## config.mk

```make
export PLATFORM = sky130hd
export DESIGN_NAME = alu_issue_sequencer_flat
export DESIGN_NICKNAME = d
export VERILOG_FILES = /design/src/rtl/alu_issue_sequencer_if.sv /design/src/rtl/alu_issue_sequencer.sv /design/src/flat_wrapper.sv
export SDC_FILE = /design/constraint.sdc
export NUM_CORES = 1
export LEC_CHECK = 0
export CAP_MARGIN = 10
export CELL_PAD_IN_SITES_DETAIL_PLACEMENT = 0
export CELL_PAD_IN_SITES_GLOBAL_PLACEMENT = 1
export CORE_MARGIN = 2
export CORE_UTILIZATION = 42
export CTS_CLUSTER_SIZE = 8
export DETAILED_ROUTE_END_ITERATION = 10
export PLACE_DENSITY = 0.9
export SYNTH_ARGS = -nofsm -noshare
export SYNTH_HDL_FRONTEND = slang
export SYNTH_SLANG_ARGS = --single-unit
```

## constraint.sdc

```tcl
create_clock -name clk -period 4.5 [get_ports clk]
set_input_delay 0.45 -clock clk [delete_from_list [all_inputs] [get_ports clk]]
set_output_delay 0.45 -clock clk [all_outputs]
set_load 0.02 [all_outputs]
```

## src/rtl/alu_issue_sequencer_if.sv

```systemverilog
// alu_issue_sequencer_if: instruction, load, debug, ALU and completion signals of the sequencer
interface alu_issue_sequencer_if #(
  parameter int DATA_W = 8,
  parameter int OP_W = 5,
  parameter int IDX_W = 2
);
  logic              instr_valid;
  logic              instr_ready;
  logic [OP_W-1:0]   instr_op;
  logic [IDX_W-1:0]  instr_rd;
  logic [IDX_W-1:0]  instr_rs;
  logic [IDX_W-1:0]  instr_rt;
  logic              ld_valid;
  logic [IDX_W-1:0]  ld_idx;
  logic [DATA_W-1:0] ld_data;
  logic [IDX_W-1:0]  dbg_idx;
  logic [DATA_W-1:0] dbg_data;
  logic [DATA_W-1:0] alu_a;
  logic [DATA_W-1:0] alu_b;
  logic [OP_W-1:0]   alu_sel;
  logic [DATA_W-1:0] alu_out;
  logic              alu_error;
  logic              alu_zero;
  logic              alu_carry;
  logic              alu_overflow;
  logic              done_valid;
  logic [DATA_W-1:0] done_result;
  logic [3:0]        flags_q;
  logic [DATA_W-1:0] hi_q;
  logic [DATA_W-1:0] lo_q;
  modport slave (
    input  instr_valid, instr_op, instr_rd, instr_rs, instr_rt, ld_valid, ld_idx, ld_data, dbg_idx,
           alu_out, alu_error, alu_zero, alu_carry, alu_overflow,
    output instr_ready, dbg_data, alu_a, alu_b, alu_sel, done_valid, done_result, flags_q, hi_q, lo_q
  );
  modport master (
    output instr_valid, instr_op, instr_rd, instr_rs, instr_rt, ld_valid, ld_idx, ld_data, dbg_idx,
           alu_out, alu_error, alu_zero, alu_carry, alu_overflow,
    input  instr_ready, dbg_data, alu_a, alu_b, alu_sel, done_valid, done_result, flags_q, hi_q, lo_q
  );
endinterface

```

## src/rtl/alu_issue_sequencer.sv

```systemverilog
// alu_issue_sequencer: issues register-file operands to an external ALU and writes results back;
// MULT runs on a local shift-add unit into HI/LO, MFHI/MFLO are served without the ALU.
module alu_issue_sequencer #(
  parameter int DATA_W = 8,
  parameter int OP_W = 5,
  parameter int NREG = 4,
  parameter int IDX_W = 2,
  parameter logic [OP_W-1:0] OP_MULT = OP_W'(10),
  parameter logic [OP_W-1:0] OP_MFHI = OP_W'(12),
  parameter logic [OP_W-1:0] OP_MFLO = OP_W'(13)
) (
  input logic clk,
  input logic rst_n,
  alu_issue_sequencer_if.slave bus
);
  localparam logic [1:0] IDLE = 2'd0, EXEC = 2'd1, MUL = 2'd2;
  localparam int CNT_W = $clog2(DATA_W);
  logic [1:0] state_q, state_d;
  logic [NREG-1:0][DATA_W-1:0] rf_q, rf_d;
  logic [DATA_W-1:0] alu_a_q, alu_a_d, alu_b_q, alu_b_d, hi_q, hi_d, lo_q, lo_d;
  logic [DATA_W-1:0] done_result_q, done_result_d;
  logic [OP_W-1:0] alu_sel_q, alu_sel_d;
  logic [IDX_W-1:0] rd_q, rd_d;
  logic [CNT_W-1:0] cnt_q, cnt_d;
  logic [2*DATA_W-1:0] acc_q, acc_d, pp;
  logic [3:0] flags_q, flags_d;
  logic done_valid_q, done_valid_d;
  logic bypass, exec_err;
  logic [DATA_W-1:0] exec_res;
  assign bypass = alu_sel_q == OP_MFHI || alu_sel_q == OP_MFLO;
  assign exec_res = alu_sel_q == OP_MFHI ? hi_q : alu_sel_q == OP_MFLO ? lo_q : bus.alu_out;
  assign exec_err = !bypass && bus.alu_error;
  // partial product of the current multiplier bit
  assign pp = alu_b_q[cnt_q] ? {{DATA_W{1'b0}}, alu_a_q} << cnt_q : '0;
  always_comb begin
    state_d = state_q;
    rf_d = rf_q;
    alu_a_d = alu_a_q;
    alu_b_d = alu_b_q;
    alu_sel_d = alu_sel_q;
    rd_d = rd_q;
    hi_d = hi_q;
    lo_d = lo_q;
    cnt_d = cnt_q;
    acc_d = acc_q;
    flags_d = flags_q;
    done_result_d = done_result_q;
    done_valid_d = 1'b0;
    if (state_q == IDLE) begin
      if (bus.ld_valid) begin
        rf_d[bus.ld_idx] = bus.ld_data;
      end else if (bus.instr_valid) begin
        rd_d = bus.instr_rd;
        alu_a_d = rf_q[bus.instr_rs];
        alu_b_d = rf_q[bus.instr_rt];
        alu_sel_d = bus.instr_op;
        cnt_d = '0;
        acc_d = '0;
        state_d = bus.instr_op == OP_MULT ? MUL : EXEC;
      end
    end else if (state_q == EXEC) begin
      if (!exec_err) rf_d[rd_q] = exec_res;
      flags_d = bypass ? {3'b000, exec_res == '0}
                       : {bus.alu_error, bus.alu_overflow, bus.alu_carry, bus.alu_zero};
      done_result_d = exec_res;
      done_valid_d = 1'b1;
      state_d = IDLE;
    end else if (state_q == MUL) begin
      acc_d = acc_q + pp;
      cnt_d = cnt_q + 1'b1;
      if (cnt_q == CNT_W'(DATA_W - 1)) begin
        {hi_d, lo_d} = acc_d;
        done_result_d = acc_d[DATA_W-1:0];
        flags_d = {2'b00, acc_d[2*DATA_W-1:DATA_W] != '0, acc_d == '0};
        done_valid_d = 1'b1;
        state_d = IDLE;
      end
    end
  end
  always_ff @(posedge clk or negedge rst_n) begin
    if (!rst_n) begin
      state_q <= IDLE;
      rf_q <= '0;
      alu_a_q <= '0;
      alu_b_q <= '0;
      alu_sel_q <= '0;
      rd_q <= '0;
      hi_q <= '0;
      lo_q <= '0;
      cnt_q <= '0;
      acc_q <= '0;
      flags_q <= '0;
      done_result_q <= '0;
      done_valid_q <= 1'b0;
    end else begin
      state_q <= state_d;
      rf_q <= rf_d;
      alu_a_q <= alu_a_d;
      alu_b_q <= alu_b_d;
      alu_sel_q <= alu_sel_d;
      rd_q <= rd_d;
      hi_q <= hi_d;
      lo_q <= lo_d;
      cnt_q <= cnt_d;
      acc_q <= acc_d;
      flags_q <= flags_d;
      done_result_q <= done_result_d;
      done_valid_q <= done_valid_d;
    end
  end
  assign bus.instr_ready = state_q == IDLE && !bus.ld_valid;
  assign bus.dbg_data = rf_q[bus.dbg_idx];
  assign bus.alu_a = alu_a_q;
  assign bus.alu_b = alu_b_q;
  assign bus.alu_sel = alu_sel_q;
  assign bus.done_valid = done_valid_q;
  assign bus.done_result = done_result_q;
  assign bus.flags_q = flags_q;
  assign bus.hi_q = hi_q;
  assign bus.lo_q = lo_q;
endmodule

```

## src/flat_wrapper.sv

```systemverilog
// flat-port wrapper written by rule: the top's interface ports become plain ports
module alu_issue_sequencer_flat 
#(
  parameter int DATA_W = 8,
  parameter int OP_W = 5,
  parameter int NREG = 4,
  parameter int IDX_W = 2,
  parameter logic [OP_W-1:0] OP_MULT = OP_W'(10),
  parameter logic [OP_W-1:0] OP_MFHI = OP_W'(12),
  parameter logic [OP_W-1:0] OP_MFLO = OP_W'(13)
)
  (clk, rst_n, bus_instr_valid, bus_instr_op, bus_instr_rd, bus_instr_rs, bus_instr_rt, bus_ld_valid, bus_ld_idx, bus_ld_data, bus_dbg_idx, bus_alu_out, bus_alu_error, bus_alu_zero, bus_alu_carry, bus_alu_overflow, bus_instr_ready, bus_dbg_data, bus_alu_a, bus_alu_b, bus_alu_sel, bus_done_valid, bus_done_result, bus_flags_q, bus_hi_q, bus_lo_q);
  alu_issue_sequencer_if #(.DATA_W(DATA_W), .OP_W(OP_W), .IDX_W(IDX_W)) bus_i ();
  input logic clk;
  input logic rst_n;
  input wire logic [$bits(bus_i.instr_valid)-1:0] bus_instr_valid;
  input wire logic [$bits(bus_i.instr_op)-1:0] bus_instr_op;
  input wire logic [$bits(bus_i.instr_rd)-1:0] bus_instr_rd;
  input wire logic [$bits(bus_i.instr_rs)-1:0] bus_instr_rs;
  input wire logic [$bits(bus_i.instr_rt)-1:0] bus_instr_rt;
  input wire logic [$bits(bus_i.ld_valid)-1:0] bus_ld_valid;
  input wire logic [$bits(bus_i.ld_idx)-1:0] bus_ld_idx;
  input wire logic [$bits(bus_i.ld_data)-1:0] bus_ld_data;
  input wire logic [$bits(bus_i.dbg_idx)-1:0] bus_dbg_idx;
  input wire logic [$bits(bus_i.alu_out)-1:0] bus_alu_out;
  input wire logic [$bits(bus_i.alu_error)-1:0] bus_alu_error;
  input wire logic [$bits(bus_i.alu_zero)-1:0] bus_alu_zero;
  input wire logic [$bits(bus_i.alu_carry)-1:0] bus_alu_carry;
  input wire logic [$bits(bus_i.alu_overflow)-1:0] bus_alu_overflow;
  output wire logic [$bits(bus_i.instr_ready)-1:0] bus_instr_ready;
  output wire logic [$bits(bus_i.dbg_data)-1:0] bus_dbg_data;
  output wire logic [$bits(bus_i.alu_a)-1:0] bus_alu_a;
  output wire logic [$bits(bus_i.alu_b)-1:0] bus_alu_b;
  output wire logic [$bits(bus_i.alu_sel)-1:0] bus_alu_sel;
  output wire logic [$bits(bus_i.done_valid)-1:0] bus_done_valid;
  output wire logic [$bits(bus_i.done_result)-1:0] bus_done_result;
  output wire logic [$bits(bus_i.flags_q)-1:0] bus_flags_q;
  output wire logic [$bits(bus_i.hi_q)-1:0] bus_hi_q;
  output wire logic [$bits(bus_i.lo_q)-1:0] bus_lo_q;
  assign bus_i.instr_valid = bus_instr_valid;
  assign bus_i.instr_op = bus_instr_op;
  assign bus_i.instr_rd = bus_instr_rd;
  assign bus_i.instr_rs = bus_instr_rs;
  assign bus_i.instr_rt = bus_instr_rt;
  assign bus_i.ld_valid = bus_ld_valid;
  assign bus_i.ld_idx = bus_ld_idx;
  assign bus_i.ld_data = bus_ld_data;
  assign bus_i.dbg_idx = bus_dbg_idx;
  assign bus_i.alu_out = bus_alu_out;
  assign bus_i.alu_error = bus_alu_error;
  assign bus_i.alu_zero = bus_alu_zero;
  assign bus_i.alu_carry = bus_alu_carry;
  assign bus_i.alu_overflow = bus_alu_overflow;
  assign bus_instr_ready = bus_i.instr_ready;
  assign bus_dbg_data = bus_i.dbg_data;
  assign bus_alu_a = bus_i.alu_a;
  assign bus_alu_b = bus_i.alu_b;
  assign bus_alu_sel = bus_i.alu_sel;
  assign bus_done_valid = bus_i.done_valid;
  assign bus_done_result = bus_i.done_result;
  assign bus_flags_q = bus_i.flags_q;
  assign bus_hi_q = bus_i.hi_q;
  assign bus_lo_q = bus_i.lo_q;
  alu_issue_sequencer #(.DATA_W(DATA_W), .OP_W(OP_W), .NREG(NREG), .IDX_W(IDX_W), .OP_MULT(OP_MULT), .OP_MFHI(OP_MFHI), .OP_MFLO(OP_MFLO)) u_core (.clk(clk), .rst_n(rst_n), .bus(bus_i));
endmodule
```

==> results.py <==
metrics = {
    "sta": {
        "fin_skew_ns": 0.0110,
        "tightest_slew_ns": 1.09,
        "fin_crit_sh": 0.903,
        "max-slew-margin-rel": 0.270,
        "rsz0062_at_grt": "false",
        "finalSetupViolCount": 0,
        "post-route-min-period_ns": 4.07,
        "max_freq_mhz": 246,
        "slew_violations": 0,
        "fin_tns_setup_ns": 0,
        "finalHoldViolCount": 0,
    },
    "logic_synthesis": {
        "synth_edf_count": 0,
        "synth-seq-cells": 105,
        "async_reset_ff_frac": 1.00,
        "ys.flop_type": "dfrtp_1",
        "yosysTopAreaCell": "dfrtp_1",
        "ys_warn_count": 0,
        "synth_area_per_cell_um2": 9.68,
        "synth_nets": 733,
        "syn_area_um2": 6510,
        "synthTopCellsByArea": "dfrtp_1, mux4_2, mux2_2",
        "synth.yosys.seq_area_share": 0.404,
        "yosysTopAreaCellShare": 0.404,
        "synth_cells": 672,
        "synth_cell_types": 59,
    },
    "setup_path": {
        "cpMaxStageDelayCell": "or4_1",
        "crit_path_max_incr_delay_ns": 0.45,
        "cp_data_required_time_ns": 4.77,
        "path_cells": "buf_4 -> mux2_2 -> o21ai_0 -> nor2_1 -> a21oi_1 -> nor2_1 -> ha_1 -> a21oi_1 -> nand2_1 -> a221oi_2 -> xnor2_1 -> or4_1 -> or4_4 -> o31ai_2",
        "crit_arrival_ns": 4.33,
        "critPathBufInv": 1,
        "critPathCaptureType": "flop",
        "worstSetupPathType": "flop to flop",
        "r2r_cells": 14,
        "cp_max_fo": 13,
        "worstSetupStartpointType": "flop",
        "crit_cells": 14,
        "worst_path_dominant_cell_family": "compound AO/OA/AOI/OAI gates",
    },
    "final_layout": {
        "drive_gt1_frac": 0.132,
        "fin_area_um2": 7890,
        "nFillCells": 1347,
        "area_growth_syn_to_layout_pct": 21.3,
        "multi_input_area_um2": 3670,
        "antenna_cells": 0,
        "layout.nets": 812,
        "register_area_um2": 2630,
    },
    "placed_design": {
        "post-dp-hpwl_um": 13900,
        "place.gp.congestion": 0.895,
        "port_buffers": 97,
        "place_area_um2": 7620,
    },
    "power_and_ir_drop": {
        "vdd.ir_drop.worst_uv": 157,
        "clock_power_share": 0.412,
        "power_frac_comb": 0.055,
        "power.density_nw_per_um2": 225,
        "p_seq_frac": 0.532,
        "intPower_mw": 1.36,
        "switchingPower_mw": 0.410,
        "power.leakage_nw": 3.35,
        "total_power_mw": 1.77,
        "netSwitchingFraction": 0.232,
    },
    "clocking": {
        "cts_buffer_depth": 2,
        "cts_root_buf": "clkbuf_16",
        "ctsResizeCount": 0,
        "holdBufCountCts": 0,
        "cts.sinks": 105,
        "cts_setup_buffers": 0,
        "clk_latency_ns": 0.35,
        "clkTransAtPathRegs_ns": 0.07,
        "numCtsBuffers": 9,
        "cts.htree.levels": 3,
        "cts_tree": "done",
    },
    "floorplanning": {
        "die-area_um2": 16500,
        "rows": 45,
        "ios": 98,
        "initial_core_util": 0.430,
        "die_h_um": 128,
        "die_w_um": 128,
        "coreArea_um2": 15100,
    },
    "global_routing": {
        "antenna_found_initial": 0,
        "grt_pass1_vias": 5384,
        "grt_max_degree": 77,
        "grt.total_usage": 0.229,
        "grt_first_pass_wirelength_um": 29200,
        "grt_remaining_overflow": 0,
    },
    "routing": {
        "dr.pass1.iters": 5,
        "drt-initial-drc-count": 459,
        "drcViolationCount": 0,
        "drtAntennaViolNets": 0,
        "vias_per_cell": 5.92,
        "vias": 5585,
        "wl_per_cell_um": 19.4,
        "drt-total-wl_um": 18300,
    },
    "min_path": {
        "hold_class": "input port to asynchronous set/reset pin",
    },
    "outcome": {
        "outcome": "finished, final reports clean",
    },
    "job": {
        "max-cap-violations": 0,
    },
}
==> state kept, by name (all words and copies together), names as in the netlist <==
signal	flops
u_core.bus.alu_a	8
u_core.bus.flags_q	4
u_core.rd_q	2
u_core.cnt_q	3
u_core.bus.done_valid	1
u_core.state_q	2
u_core.bus.hi_q	8
u_core.acc_q	16
u_core.bus.done_result	8
u_core.bus.lo_q	8
u_core.rf_q	32
u_core.bus.alu_sel	5
u_core.bus.alu_b	8
==> cells in the final DEF (no fill, tap or decap), drive strengths merged, types with 5 or more instances in the layout <==
master         count
clkbuf            11
mux2i             15
nor3               9
a21o               5
ha                21
nand2b             8
nand3             13
a22o               6
clkdlybuf4s50     96
inv               18
a21oi             42
o22a              16
nor2b             11
mux4              26
dfrtp            105
a31oi             10
xnor2              6
o31ai              6
mux2              38
nor2              54
buf                8
o21ai             84
nand2             95
==> final timing paths <==
| check | from | end | slack (ns) |
|---|---|---|---|
| min | rst_n | u_core.rf_q[27]$_DFFE_PN0P_ | 0.25 |
| min in group clk | u_core.acc_q[11]$_DFFE_PN0P_ | u_core.acc_q[11]$_DFFE_PN0P_ | 0.49 |
| max in group asynchronous | rst_n | u_core.acc_q[8]$_DFFE_PN0P_ | 3.30 |
| max reg2reg | u_core.cnt_q[0]$_DFFE_PN0P_ | u_core.bus.flags_q[0]$_DFFE_PN0P_ | 0.43 |
| min reg2reg | u_core.acc_q[11]$_DFFE_PN0P_ | u_core.acc_q[11]$_DFFE_PN0P_ | 0.49 |
| max | u_core.cnt_q[0]$_DFFE_PN0P_ | u_core.bus.flags_q[0]$_DFFE_PN0P_ | 0.43 |
==> power groups by stage <==
stage          combinational (mW)  clock, mW  sequential (mW)
3_3_place_gp               0.0974          0            0.961
3_5_place_dp               0.0991          0            0.961
6_report                   0.0981      0.731            0.943
5_1_grt                     0.107      0.774            0.943
4_1_cts                    0.0994      0.740            0.943
2_1_floorplan              0.0319          0            0.962
==> per-stage QoR <==
| step | hold WS [ns] | setup slack [ns] | std cells | util |
|---|---|---|---|---|
| finish | 0.249 | 0.434 | 944 | 0.521 |
| global route | 0.334 | 0.211 | 944 | 0.521 |
| CTS | 0.285 | 0.504 | 944 | 0.521 |
| detailed placement | 0.480 | 0.530 | 928 | 0.503 |
| global placement | 0.475 | 0.618 | 928 | 0.503 |
| floorplan | 0.154 | 0.525 | 672 | - |
==> kinds of logic (layout without fill, tap and decap cells) <==
group	count (synthesis)	count (layout)	share of synthesized area
AOI/OAI and AO/OA	186	186	0.178
and+or+nand+nor	218	218	0.154
muxes	79	79	0.179
adders and majority gates	22	22	0.0435
DFF	105	105	0.404
buffers and inverters	54	138	0.0315
xor gates and xnor gates	8	8	0.0108
==> Yosys cell counts (all sizes together), types with 5 or more instances <==
cell	n
a21o	5
nor2b	11
ha	21
a22o	6
mux4	26
clkbuf	25
xnor2	6
o31ai	6
a21oi	42
o22a	16
nor2	54
buf	11
a31oi	10
inv	17
nor3	9
mux2	38
nand2	95
o21ai	84
nand2b	8
mux2i	15
nand3	13
dfrtp	105
==> routing by layer <==
metal  track usage  share of wire  up-vias  routed length, um
met1         0.329           0.45     2723               8330
met4        0.0873          0.025        0                466
met3        0.0437          0.069       31               1260
met2         0.343           0.45      225               8250
met5             0              0        -                  0
li1              -              -     2606                  -
==> worst register-to-register path, stage by stage (launching register included) <==
cell and delay, ns:
dfrtp_1 0.41, buf_4 0.23, mux2_2 0.36, o21ai_0 0.24
nor2_1 0.07, a21oi_1 0.13, nor2_1 0.06, ha_1 0.38
a21oi_1 0.37, nand2_1 0.15, a221oi_2 0.34, xnor2_1 0.16
or4_1 0.45, or4_4 0.43, o31ai_2 0.21
==> final cells by class <==
type | count | area share
multi-input combinational | 513 | 0.466
sequential | 105 | 0.333
clock buffer | 11 | 0.0295
tap | 188 | 0.0298
inverter | 18 | 0.00856
timing repair buffer | 104 | 0.129
clock inverter | 5 | 0.00397
Power figures use the tool's default switching activity.
